$ cat config.mk
export PLATFORM = sky130hd
export DESIGN_NAME = mux_sel_arbiter
export DESIGN_NICKNAME = d
export VERILOG_FILES = /design/src/rtl/mux_sel_arbiter.sv
export SDC_FILE = /design/constraint.sdc
export NUM_CORES = 1
export LEC_CHECK = 0
export CORE_AREA = 2 2 39 41
export CTS_CLUSTER_SIZE = 14
export DETAILED_ROUTE_END_ITERATION = 7
export DIE_AREA = 0 0 41 43
export RECOVER_POWER = 50
export SLEW_MARGIN = 30
export SYNTH_ARGS = -nofsm -noshare
export SYNTH_HDL_FRONTEND = slang
export SYNTH_SLANG_ARGS = --single-unit
$ cat constraint.sdc
create_clock -name clk -period 2 [get_ports clk]
set_clock_uncertainty 0.15 [all_clocks]
set_input_delay 0.3 -clock clk [delete_from_list [all_inputs] [get_ports clk]]
set_output_delay 0.3 -clock clk [all_outputs]
set_load 0.02 [all_outputs]
$ cat src/rtl/mux_sel_arbiter.sv
// mux_sel_arbiter
// Two-requester round-robin arbiter that drives the select of a downstream
// 2:1 mux and qualifies its output with a valid flag. A hold limit bounds
// how many accepted beats one source may take while the other is waiting.
// HOLD_MAX must lie in 1 .. 2**CNT_W-1.

module mux_sel_arbiter #(
    parameter int HOLD_MAX = 4,
    parameter int CNT_W    = 3
) (
    input  logic clk,
    input  logic rst_n,
    input  logic req0,
    input  logic req1,
    input  logic ready,
    output logic S,
    output logic gnt0,
    output logic gnt1,
    output logic valid
);

    typedef enum logic [1:0] {
        IDLE,
        GNT0,
        GNT1
    } state_t;

    localparam logic [CNT_W-1:0] HOLD_LAST = CNT_W'(HOLD_MAX - 1);

    state_t           state;
    state_t           next_state;
    logic [CNT_W-1:0] hold_cnt;
    logic [CNT_W-1:0] next_cnt;
    logic             last_winner;
    logic             next_last;
    logic             beat;
    logic             at_limit;

    // A beat is an accepted transfer; valid is registered, so this has no
    // combinational path from inputs to outputs.
    assign beat     = valid & ready;
    assign at_limit = (hold_cnt == HOLD_LAST);

    // Next-state, hold-counter and fairness bookkeeping for the grant FSM.
    always_comb begin
        next_state = state;
        next_cnt   = hold_cnt;
        next_last  = last_winner;

        if (beat && !at_limit) begin
            next_cnt = hold_cnt + 1'b1;
        end

        case (state)
            IDLE: begin
                if (req0 && req1) begin
                    next_state = last_winner ? GNT0 : GNT1;
                end else if (req0) begin
                    next_state = GNT0;
                end else if (req1) begin
                    next_state = GNT1;
                end
            end

            GNT0: begin
                if (!req0) begin
                    next_state = req1 ? GNT1 : IDLE;
                    next_last  = 1'b0;
                    next_cnt   = '0;
                end else if (beat && at_limit && req1) begin
                    next_state = GNT1;
                    next_last  = 1'b0;
                    next_cnt   = '0;
                end
            end

            GNT1: begin
                if (!req1) begin
                    next_state = req0 ? GNT0 : IDLE;
                    next_last  = 1'b1;
                    next_cnt   = '0;
                end else if (beat && at_limit && req0) begin
                    next_state = GNT0;
                    next_last  = 1'b1;
                    next_cnt   = '0;
                end
            end

            default: begin
                next_state = IDLE;
                next_cnt   = '0;
            end
        endcase
    end

    // State register with outputs decoded from the next state, so the mux
    // select, both grants and valid all change together on one edge.
    always_ff @(posedge clk or negedge rst_n) begin
        if (!rst_n) begin
            state       <= IDLE;
            hold_cnt    <= '0;
            last_winner <= 1'b1;
            S           <= 1'b0;
            gnt0        <= 1'b0;
            gnt1        <= 1'b0;
            valid       <= 1'b0;
        end else begin
            state       <= next_state;
            hold_cnt    <= next_cnt;
            last_winner <= next_last;
            S           <= (next_state == GNT1);
            gnt0        <= (next_state == GNT0);
            gnt1        <= (next_state == GNT1);
            valid       <= (next_state != IDLE);
        end
    end

endmodule
==> results of run 1 <==
how the worst min path moves through the flow:
stage / start / endpoint / slack, ns / depth (start not counted)
2_1_floorplan: rst_n / gnt0$_DFF_PN0_ / -0.15 / 0
3_3_place_gp: last_winner$_DFFE_PN1P_ / last_winner$_DFFE_PN1P_ / 0.36 / 2
3_5_place_dp: last_winner$_DFFE_PN1P_ / last_winner$_DFFE_PN1P_ / 0.37 / 2
4_1_cts: rst_n / state[0]$_DFF_PN0_ / 0.19 / 1
5_1_grt: rst_n / state[0]$_DFF_PN0_ / 0.27 / 1
6_report: rst_n / state[0]$_DFF_PN0_ / 0.25 / 1
synthesized netlist by cell type, drive strengths merged (2+ instances only):
library cell / number / area share [%]
clkbuf: 2 / 1.5
o211ai: 2 / 3.0
a31oi: 2 / 2.5
nor2: 5 / 4.3
nand2: 3 / 2.3
inv: 3 / 2.3
buf: 2 / 2.5
a21oi: 3 / 3.0
dfrtp: 8 / 40
mux2i: 2 / 4.0
ha: 2 / 5.0
nand2b: 3 / 3.8
layout by cell type, fill, tap and decap left out, drive strengths merged:
master         n
a22o           1
nand2          3
ha             2
dfstp          1
dfrtp          8
dlygate4sd3    1
nand3          1
clkbuf         4
o211ai         2
nand3b         1
nand2b         3
or3            1
o21a           1
clkdlybuf4s50  7
inv            3
a2111oi        1
a31oi          2
a22oi          1
a211oi         1
mux2i          2
nor2           5
o221ai         1
nor2b          1
a21oi          3
and3b          1
xnor2          1
layer usage:
layer	global-route usage, %	part of all wire [%]
met2	19.06	53
met3	4.712	5.2
met4	14.00	0
met5	0	0
met1	17.00	42
through the flow:
| stage | setup slack, ns | hold WS [ns] | power [µW] | util, % | std cells |
|---|---|---|---|---|---|
| after floorplan | 0.3624 | -0.1456 | 363.4 | - | 50 |
| after global placement | 0.2805 | 0.3609 | 405.9 | 41.86 | 70 |
| after detailed placement | 0.2330 | 0.3718 | 409.6 | 41.86 | 70 |
| after CTS | 0.2983 | 0.1917 | 552.8 | 43.76 | 74 |
| after global routing | 0.1610 | 0.2734 | 590.8 | 43.40 | 74 |
| final | 0.3019 | 0.2537 | 539.8 | 43.40 | 74 |
worst max-delay path, stage by stage (launching register included):
cell and delay (ns):
sky130_fd_sc_hd__dfrtp_1 0.36, sky130_fd_sc_hd__ha_1 0.15, sky130_fd_sc_hd__ha_1 0.15, sky130_fd_sc_hd__nand3_1 0.21, sky130_fd_sc_hd__or3_1 0.43, sky130_fd_sc_hd__a31oi_1 0.17
area by class of cell:
type | instances | area [µm²] | share of cell area [%]
multi-input combinational | 34 | 236.5 | 39.38
sequential | 9 | 226.5 | 37.71
clock buffer | 4 | 26.28 | 4.375
timing repair buffer | 8 | 80.08 | 13.33
tap | 16 | 20.02 | 3.333
inverter | 3 | 11.26 | 1.875
sequential cells by signal, summed over array words and instances, names as in the netlist:
register,count
gnt0,1
last_winner,1
hold_cnt,3
gnt1,1
state,2
valid,1
cells by family after synthesis:
family,share of synthesized area [%]
and+or+nand+nor,18.05
AOI/OAI and AO/OA,19.55
DFF,45.36
buffers and inverters,6.266
muxes,4.010
adders and majority gates,5.012
xor gates and xnor gates,1.755
power groups by stage:
stage / Clock (µW) / Sequential [µW] / Combinational [µW]
after floorplan: 0 / 254 / 110
after global placement: 0 / 255 / 151
after detailed placement: 0 / 255 / 154
after CTS: 145 / 253 / 155
after global routing: 156 / 259 / 176
final: 137 / 252 / 151
==> impl_metrics.toml, run 1 <==
[power_and_ir_drop]
clockPowerShare_pct = 25.4
power_density_nw_per_um2 = 898.8
power_frac_seq_pct = 46.6
internal-power_uw = 373.7
worst_ir_drop_on_vdd_uv = 247.7
net-switching-power_uw = 166.1
netSwitchingFraction_pct = 30.77
combinationalPowerShare_pct = 27.9
power_leakage_uw = 0.0002527

[placed_design]
post_dp_cell_area_um2 = 579.3
place.port_buffers = 8
finalWeightedCongestion = 0.7231
place_hpwl_um = 665.7

[critical_path]
worst_r2r_endpoint = "gnt0$_DFF_PN0_"
critPathRequiredTime_ns = 2.03
setup.worst_path.start_class = "flip-flop"
setup.worst_path.end = "gnt0$_DFF_PN0_"
depth_of_the_most_critical_reg_to_reg_path = 5
timing.critical_path.from = "hold_cnt[0]$_DFF_PN0_"
worstPathArrival_ns = 1.73
regToRegSetupSlack_ns = 0.30
timing.setup.critical_path_class = "reg -> reg"
critical_path.reg2reg.startpoint = "hold_cnt[0]$_DFF_PN0_"
critPathMaxFanout = 6
worstSetupEndpointType = "flip-flop"

[clocking]
htree_levels = 1
cts_made_buffers = 3
ctsLongestPathBuffers = 2
cts_hold_buffers = 0
cts.sink_count = 9
cts.clk_slew.worst_paths_ns = 0.06
clock_insertion_delay_at_the_later_pin_of_the_skew_report_ns = 0.26
cts_tree = "built"
post_cts_resized = 0
cts-root-buf = "sky130_fd_sc_hd__clkbuf_4"
post-cts-setup-buffer-count = 0

[run_status]
outcome = "finished clean"

[floorplanning]
die_area_um2 = 1763
core_area_um2 = 1384
floorplan.initialDensity_pct = 36.08
floorplan.rows = 14
width_of_the_die_um = 41
fp.dieH_um = 43
floorplan.io_pins = 9

[timing]
relSlewSlack_pct = 72.86
grt_setup_unrepaired = "no"
layout_worst_path_cycle_share_pct = 84.91
report.final.slew_viol_count = 0
setup_viol = 0
maxClockFrequency_ghz = 0.5889
period_minus_slack_ns = 1.698
tightestPinTransition_ns = 0.4057
hold_viol_final = 0
fin_setup_tns_ns = 0

[logic_synthesis]
synth.avg_cell_area_um2 = 9.985
ys_dominant_reg_cell = "sky130_fd_sc_hd__dfrtp_1"
ys_ff_latch = 9
yosys_warnings = 0
postSynth.asyncResetShare_pct = 100.0
syn_area_um2 = 499.2
synthesis.nets = 57
synth.distinct_cells = 27
post_synthesis_cells = 50
synth_seq_area_share_pct = 45.36
synth-edff-count = 0

[route]
wl_per_cell_um = 11.78
detail_route.wirelength_um = 872
detail_route.drc_violations = 0
routed-via-count = 398
dr.pass1.iters = 4
starting_drt_drc_count = 6
via_per_inst = 5.378
drtAntennaViolNets = 0

[final_layout]
finish.net_count = 66
antenna_cells_inserted = 0
finish.instance_area_um2 = 600.6
post_route_cells_drive_above_1_share_pct = 10.34
final.fill_count = 141
layout-area-overhead-vs-synth_pct = 20.30

[grt]
global_route.usage.total_pct = 14.42
number_of_antenna_violations_at_the_first_check_in_global_routing = 0
globalRouteOverflowTotal = 0
first_global_vias = 383
largest_net_degree_at_the_start_of_global_routing = 12
global_route_wire_length_before_repair_mm = 1.614

[hold_path]
hold_path_class = "in -> async"

[run]
drv.max_cap_violation_count = 0
Power figures use the tool's default switching activity.
==> inputs of run 2 (changes only) <==
Clock period 2 ns to 1.5 ns, I/O delays scaled along.
==> run 2 against run 1 <==
- the flow now finishes with violations (negative setup slack)
- maximum frequency rose by 9.9%
- critical path type unchanged
- largest power group unchanged
- register-to-register slack got worse by 0.35 ns
- wire length rose by 13%
- power rose by 43%
- critical path depth did not move
- worst hold slack got worse by 0.076 ns
==> impl_metrics.toml, run 2 (synthesis results as in run 1) <==
[final_layout]
largest_register_ffs = 3
regMostFlops = "hold_cnt"
layoutNonFillerInstCount = 79
post_route_cells_drive_above_1_share_pct = 28.57
final.fill_count = 129
mostFrequentLayoutCell = "sky130_fd_sc_hd__dfrtp_1"
reg_top3 = "hold_cnt: 3 flops, state: 2 flops"
finish.net_count = 71
layout-area-overhead-vs-synth_pct = 35.59
mostFrequentLayoutCells = "8 x sky130_fd_sc_hd__dfrtp_1, 5 x sky130_fd_sc_hd__buf_4, 4 x sky130_fd_sc_hd__nor2_1, 4 x sky130_fd_sc_hd__dlygate4sd2_1"
post_layout_util_pct = 48.92
antenna_cells_inserted = 0
finish.instance_area_um2 = 676.9

[power_and_ir_drop]
power_leakage_uw = 0.0002857
report.power.total_uw = 769.4
power_density_nw_per_um2 = 1137
worst_ir_drop_on_vdd_uv = 542.2

[clocking]
ctsLongestPathBuffers = 2
cts_hold_buffers = 0
clock_insertion_delay_at_the_later_pin_of_the_skew_report_ns = 0.26
cts_tree = "built"
htree_levels = 1
cts.clk_slew.worst_paths_ns = 0.06
cts.sink_count = 9
cts_made_buffers = 3
cts-root-buf = "sky130_fd_sc_hd__clkbuf_4"

[critical_path]
setup.worst_path.start_class = "flip-flop"
critical_path.reg2reg.startpoint = "hold_cnt[0]$_DFF_PN0_"
path_buf_inv = 0
critPathRequiredTime_ns = 1.50
crit_path_max_incr_delay_ns = 0.38
timing.setup.critical_path_class = "reg -> reg"
critPathMaxFanout = 4
depth_of_the_most_critical_reg_to_reg_path = 5
regToRegSetupSlack_ns = -0.05
worstPathArrival_ns = 1.54
worst_r2r_endpoint = "hold_cnt[1]$_DFF_PN0_"
worstSetupEndpointType = "flip-flop"
path_cells = "ha_2 -> ha_4 -> and3b_2 -> mux2i_1 -> nor2_1"
crit_path_top_delay_cell = "sky130_fd_sc_hd__dfrtp_1"
critical_path.top_delay_family = "flip-flops"

[floorplanning]
core_area_um2 = 1384
floorplan.io_pins = 9
width_of_the_die_um = 41
die_area_um2 = 1763
floorplan.initialDensity_pct = 36.08
floorplan.rows = 14
fp.dieH_um = 43

[timing]
grt_setup_unrepaired = "yes"
hold_viol_final = 0
maxClockFrequency_ghz = 0.6471
timing.final.ws_setup_ns = -0.04525
period_minus_slack_ns = 1.545
setup_viol = 1
tightestPinTransition_ns = 0.4088
layout_worst_path_cycle_share_pct = 103.0
hold_slack_ns = 0.1778
relSlewSlack_pct = 72.66
report.final.slew_viol_count = 0

[route]
detail_route.drc_violations = 0
via_per_inst = 5.228
starting_drt_drc_count = 6
dr.pass1.iters = 4
routed-via-count = 413
wl_per_cell_um = 12.51
detail_route.wirelength_um = 988
drtAntennaViolNets = 0

[run]
drv.max_cap_violation_count = 0

[grt]
global_route.usage.total_pct = 13.29
largest_net_degree_at_the_start_of_global_routing = 12
globalRoute.busiestLayer = "met2"
grt.met2_usage_pct = 17.81
grt_use_met3_pct = 3.141
first_global_vias = 383
gr-usage-met1_pct = 17.61
number_of_antenna_violations_at_the_first_check_in_global_routing = 0
global_route_wire_length_before_repair_mm = 1.518
globalRouteOverflowTotal = 0

[placed_design]
place.port_buffers = 8
place_hpwl_um = 681.3
placed_cells_incl_taps = 75
finalWeightedCongestion = 0.7791
post_dp_cell_area_um2 = 631.9

[run_status]
violated_checks = "negative setup slack"
outcome = "complete, but fails checks"

[hold_path]
hold_path_class = "in -> async"
-- run 2: cell types whose count changed in the layout (fill, tap and decap cells not counted), sizes merged --
| cell | change |
|---|---|
| buf | +5 |
| clkdlybuf4s50 | -4 |
| dlygate4sd2 | +4 |
-- run 2: cell type report --
class / instances / area (µm²) / area share (%)
Clock buffer: 4 / 26.28 / 3.882
Inverter: 3 / 11.26 / 1.664
Multi-Input combinational cell: 34 / 280.3 / 41.40
Sequential cell: 9 / 226.5 / 33.46
Tap cell: 16 / 20.02 / 2.957
Timing Repair Buffer: 13 / 112.6 / 16.64
-- run 2: metrics by stage --
stage                     setup TNS [ns]  worst slack [ns]
after CTS                       -0.05922          -0.05911
after global placement           -0.4512           -0.1069
after global routing             -0.3933           -0.1006
after detailed placement         -0.5775           -0.1419
final                           -0.04525          -0.04525
after floorplan                 -0.02663          -0.02663
-- run 2: layer usage --
layer  routed length, µm  share of wire [%]  up-vias
met4                  12                1.2        0
met3                  41                4.1        2
met1                 444                 45      194
li1                    -                  -      205
met2                 489                 49       12
met5                   0                  0        -
-- run 2: where the power goes --
part / leakage, µW / internal (µW) / switching (µW)
clock network: 0.0000150 / 103 / 85.1
registers: 0.000110 / 294 / 42.1
logic: 0.000160 / 126 / 120
total: 0.000286 / 522 / 247
-- run 2: worst max-delay path by stage --
stage | from | end | cells after the start
global route | hold_cnt[0]$_DFF_PN0_ | hold_cnt[1]$_DFF_PN0_ | 5
floorplan | hold_cnt[0]$_DFF_PN0_ | hold_cnt[1]$_DFF_PN0_ | 6
finish | hold_cnt[0]$_DFF_PN0_ | hold_cnt[1]$_DFF_PN0_ | 5
global placement | ready | gnt0$_DFF_PN0_ | 4
detailed placement | ready | gnt0$_DFF_PN0_ | 4
CTS | hold_cnt[1]$_DFF_PN0_ | hold_cnt[1]$_DFF_PN0_ | 5
-- run 2: what timing repair did --
item | in CTS | in global routing
setup buffers | 0 | 0
pin swaps | 3 | 2
resized for setup | 8 | 1
endpoints found under the setup margin | 9 | 8
==> inputs of run 3 (changes only) <==
Settings changed: HOLD_SLACK_MARGIN set to 0.15.
==> run 3 against run 2 <==
- via count rose by 3.4%
- the flow still finishes with violations (negative setup slack)
- non-clock buffer count rose by 1
- highest routed layer unchanged
- global-route usage increased by 0.20 points
- critical endpoint unchanged
==> impl_metrics.toml, run 3 (synthesis results as in run 1) <==
[placed_design]
place_hpwl_um = 681.3
place.port_buffers = 8
finalWeightedCongestion = 0.7791
post_dp_cell_area_um2 = 631.9

[power_and_ir_drop]
power_density_nw_per_um2 = 1127
power_leakage_uw = 0.0002899
worst_ir_drop_on_vdd_uv = 542.9

[clocking]
cts_made_buffers = 3
cts_tree = "built"
cts-root-buf = "sky130_fd_sc_hd__clkbuf_4"
clock_insertion_delay_at_the_later_pin_of_the_skew_report_ns = 0.26
htree_levels = 1
ctsLongestPathBuffers = 2
cts.clk_slew.worst_paths_ns = 0.06
cts.sink_count = 9

[critical_path]
critPathMaxFanout = 4
crit_path_top_delay_cell = "sky130_fd_sc_hd__dfrtp_1"
critPathRequiredTime_ns = 1.50
path_buf_inv = 0
worstPathArrival_ns = 1.55
crit_path_max_incr_delay_ns = 0.38
depth_of_the_most_critical_reg_to_reg_path = 5
critical_path.top_delay_family = "flip-flops"
setup.worst_path.start_class = "flip-flop"
regToRegSetupSlack_ns = -0.05
timing.setup.critical_path_class = "reg -> reg"
critical_path_depth = 5
worstSetupEndpointType = "flip-flop"
path_cells = "ha_2 -> ha_4 -> and3b_2 -> mux2i_1 -> nor2_1"

[timing]
grt_setup_unrepaired = "yes"
layout_worst_path_cycle_share_pct = 103.0
setup_viol = 1
timing.final.ws_setup_ns = -0.04527
maxClockFrequency_ghz = 0.6471
report.final.slew_viol_count = 0
hold_slack_ns = 0.3634
tightestPinTransition_ns = 0.4104
period_minus_slack_ns = 1.545
hold_viol_final = 0
relSlewSlack_pct = 72.55
fin_setup_tns_ns = -0.04527

[hold_path]
hold_path_class = "reg -> reg"
hold_path_depth = 2

[final_layout]
layout-area-overhead-vs-synth_pct = 37.59
mostFrequentLayoutCell = "sky130_fd_sc_hd__dfrtp_1"
reg_top3 = "hold_cnt: 3 flops, state: 2 flops"
largest_register_ffs = 3
finish.net_count = 72
post_layout_util_pct = 49.64
antenna_cells_inserted = 0
final.fill_count = 128
regMostFlops = "hold_cnt"
finish.instance_area_um2 = 686.9
post_route_cells_drive_above_1_share_pct = 28.13
mostFrequentLayoutCells = "8 x sky130_fd_sc_hd__dfrtp_1, 5 x sky130_fd_sc_hd__buf_4, 4 x sky130_fd_sc_hd__nor2_1, 4 x sky130_fd_sc_hd__dlygate4sd2_1"

[floorplanning]
floorplan.io_pins = 9
width_of_the_die_um = 41
core_area_um2 = 1384
floorplan.rows = 14
floorplan.initialDensity_pct = 36.08
die_area_um2 = 1763
fp.dieH_um = 43

[grt]
first_global_vias = 393
number_of_antenna_violations_at_the_first_check_in_global_routing = 0
global_route_wire_length_before_repair_mm = 1.545
global_route.usage.total_pct = 13.49
globalRouteOverflowTotal = 0
largest_net_degree_at_the_start_of_global_routing = 12

[route]
starting_drt_drc_count = 6
dr.pass1.iters = 4
drtAntennaViolNets = 0
routed-via-count = 427
detail_route.drc_violations = 0
wl_per_cell_um = 12.34
detail_route.wirelength_um = 987
via_per_inst = 5.338

[run]
drv.max_cap_violation_count = 0

[run_status]
outcome = "complete, but fails checks"
violated_checks = "negative setup slack"
==> run 3: cell types whose count changed in the layout (fill, tap and decap cells not counted) <==
cell	change
sky130_fd_sc_hd__dlygate4sd3_1	+1
==> run 3: timing repair <==
| action | in CTS | in global routing |
|---|---|---|
| setup buffers | 0 | 0 |
| hold endpoints to repair | 8 | 0 |
| setup endpoints to repair | 9 | 8 |
| hold buffers | 1 | 0 |
| resized for setup | 8 | 1 |
| pin swaps | 3 | 2 |
==> run 3: per-stage QoR <==
step / instances / worst slack (ns) / power, µW
after floorplan: 50 / -0.02663 / 498.5
after global placement: 75 / -0.1069 / 581.3
after detailed placement: 75 / -0.1419 / 583.1
after CTS: 80 / -0.05911 / 779.1
after global routing: 80 / -0.1006 / 825.4
final: 80 / -0.04527 / 774.4
==> run 3: final timing paths <==
kind,startpoint,end
max,hold_cnt[0]$_DFF_PN0_,hold_cnt[1]$_DFF_PN0_
min,last_winner$_DFFE_PN1P_,last_winner$_DFFE_PN1P_
max reg2reg,hold_cnt[0]$_DFF_PN0_,hold_cnt[1]$_DFF_PN0_
min reg2reg,last_winner$_DFFE_PN1P_,last_winner$_DFFE_PN1P_
max in group asynchronous,rst_n,last_winner$_DFFE_PN1P_
min in group asynchronous,rst_n,hold_cnt[2]$_DFF_PN0_
==> run 3: layout make-up <==
cell class,count,area [µm²],share of cell area [%]
Timing Repair Buffer,14,122.6,17.85
Tap cell,16,20.02,2.914
Clock buffer,4,26.28,3.825
Multi-Input combinational cell,34,280.3,40.80
Sequential cell,9,226.5,32.97
Inverter,3,11.26,1.639
==> run 3: worst register-to-register path, cell delays in order, from the launching register on <==
cell	delay (ns)
sky130_fd_sc_hd__dfrtp_1	0.38
sky130_fd_sc_hd__ha_2	0.20
sky130_fd_sc_hd__ha_4	0.16
sky130_fd_sc_hd__and3b_2	0.29
sky130_fd_sc_hd__mux2i_1	0.20
sky130_fd_sc_hd__nor2_1	0.05
==> run 3: power by group <==
part / internal (µW) / total [µW] / leakage, µW / switching, µW
registers: 294 / 336 / 0.000110 / 42.2
clock network: 103 / 190 / 0.0000150 / 87.6
logic: 128 / 248 / 0.000165 / 120
==> run 3: routing by layer <==
layer  global-route usage [%]  routed length (µm)  vias to the layer above
met5                        0                   0                        -
met4                    10.00                  27                        0
met3                    3.141                  67                        5
met2                    18.44                 479                       24
met1                    17.61                 413                      192
li1                         -                   -                      206
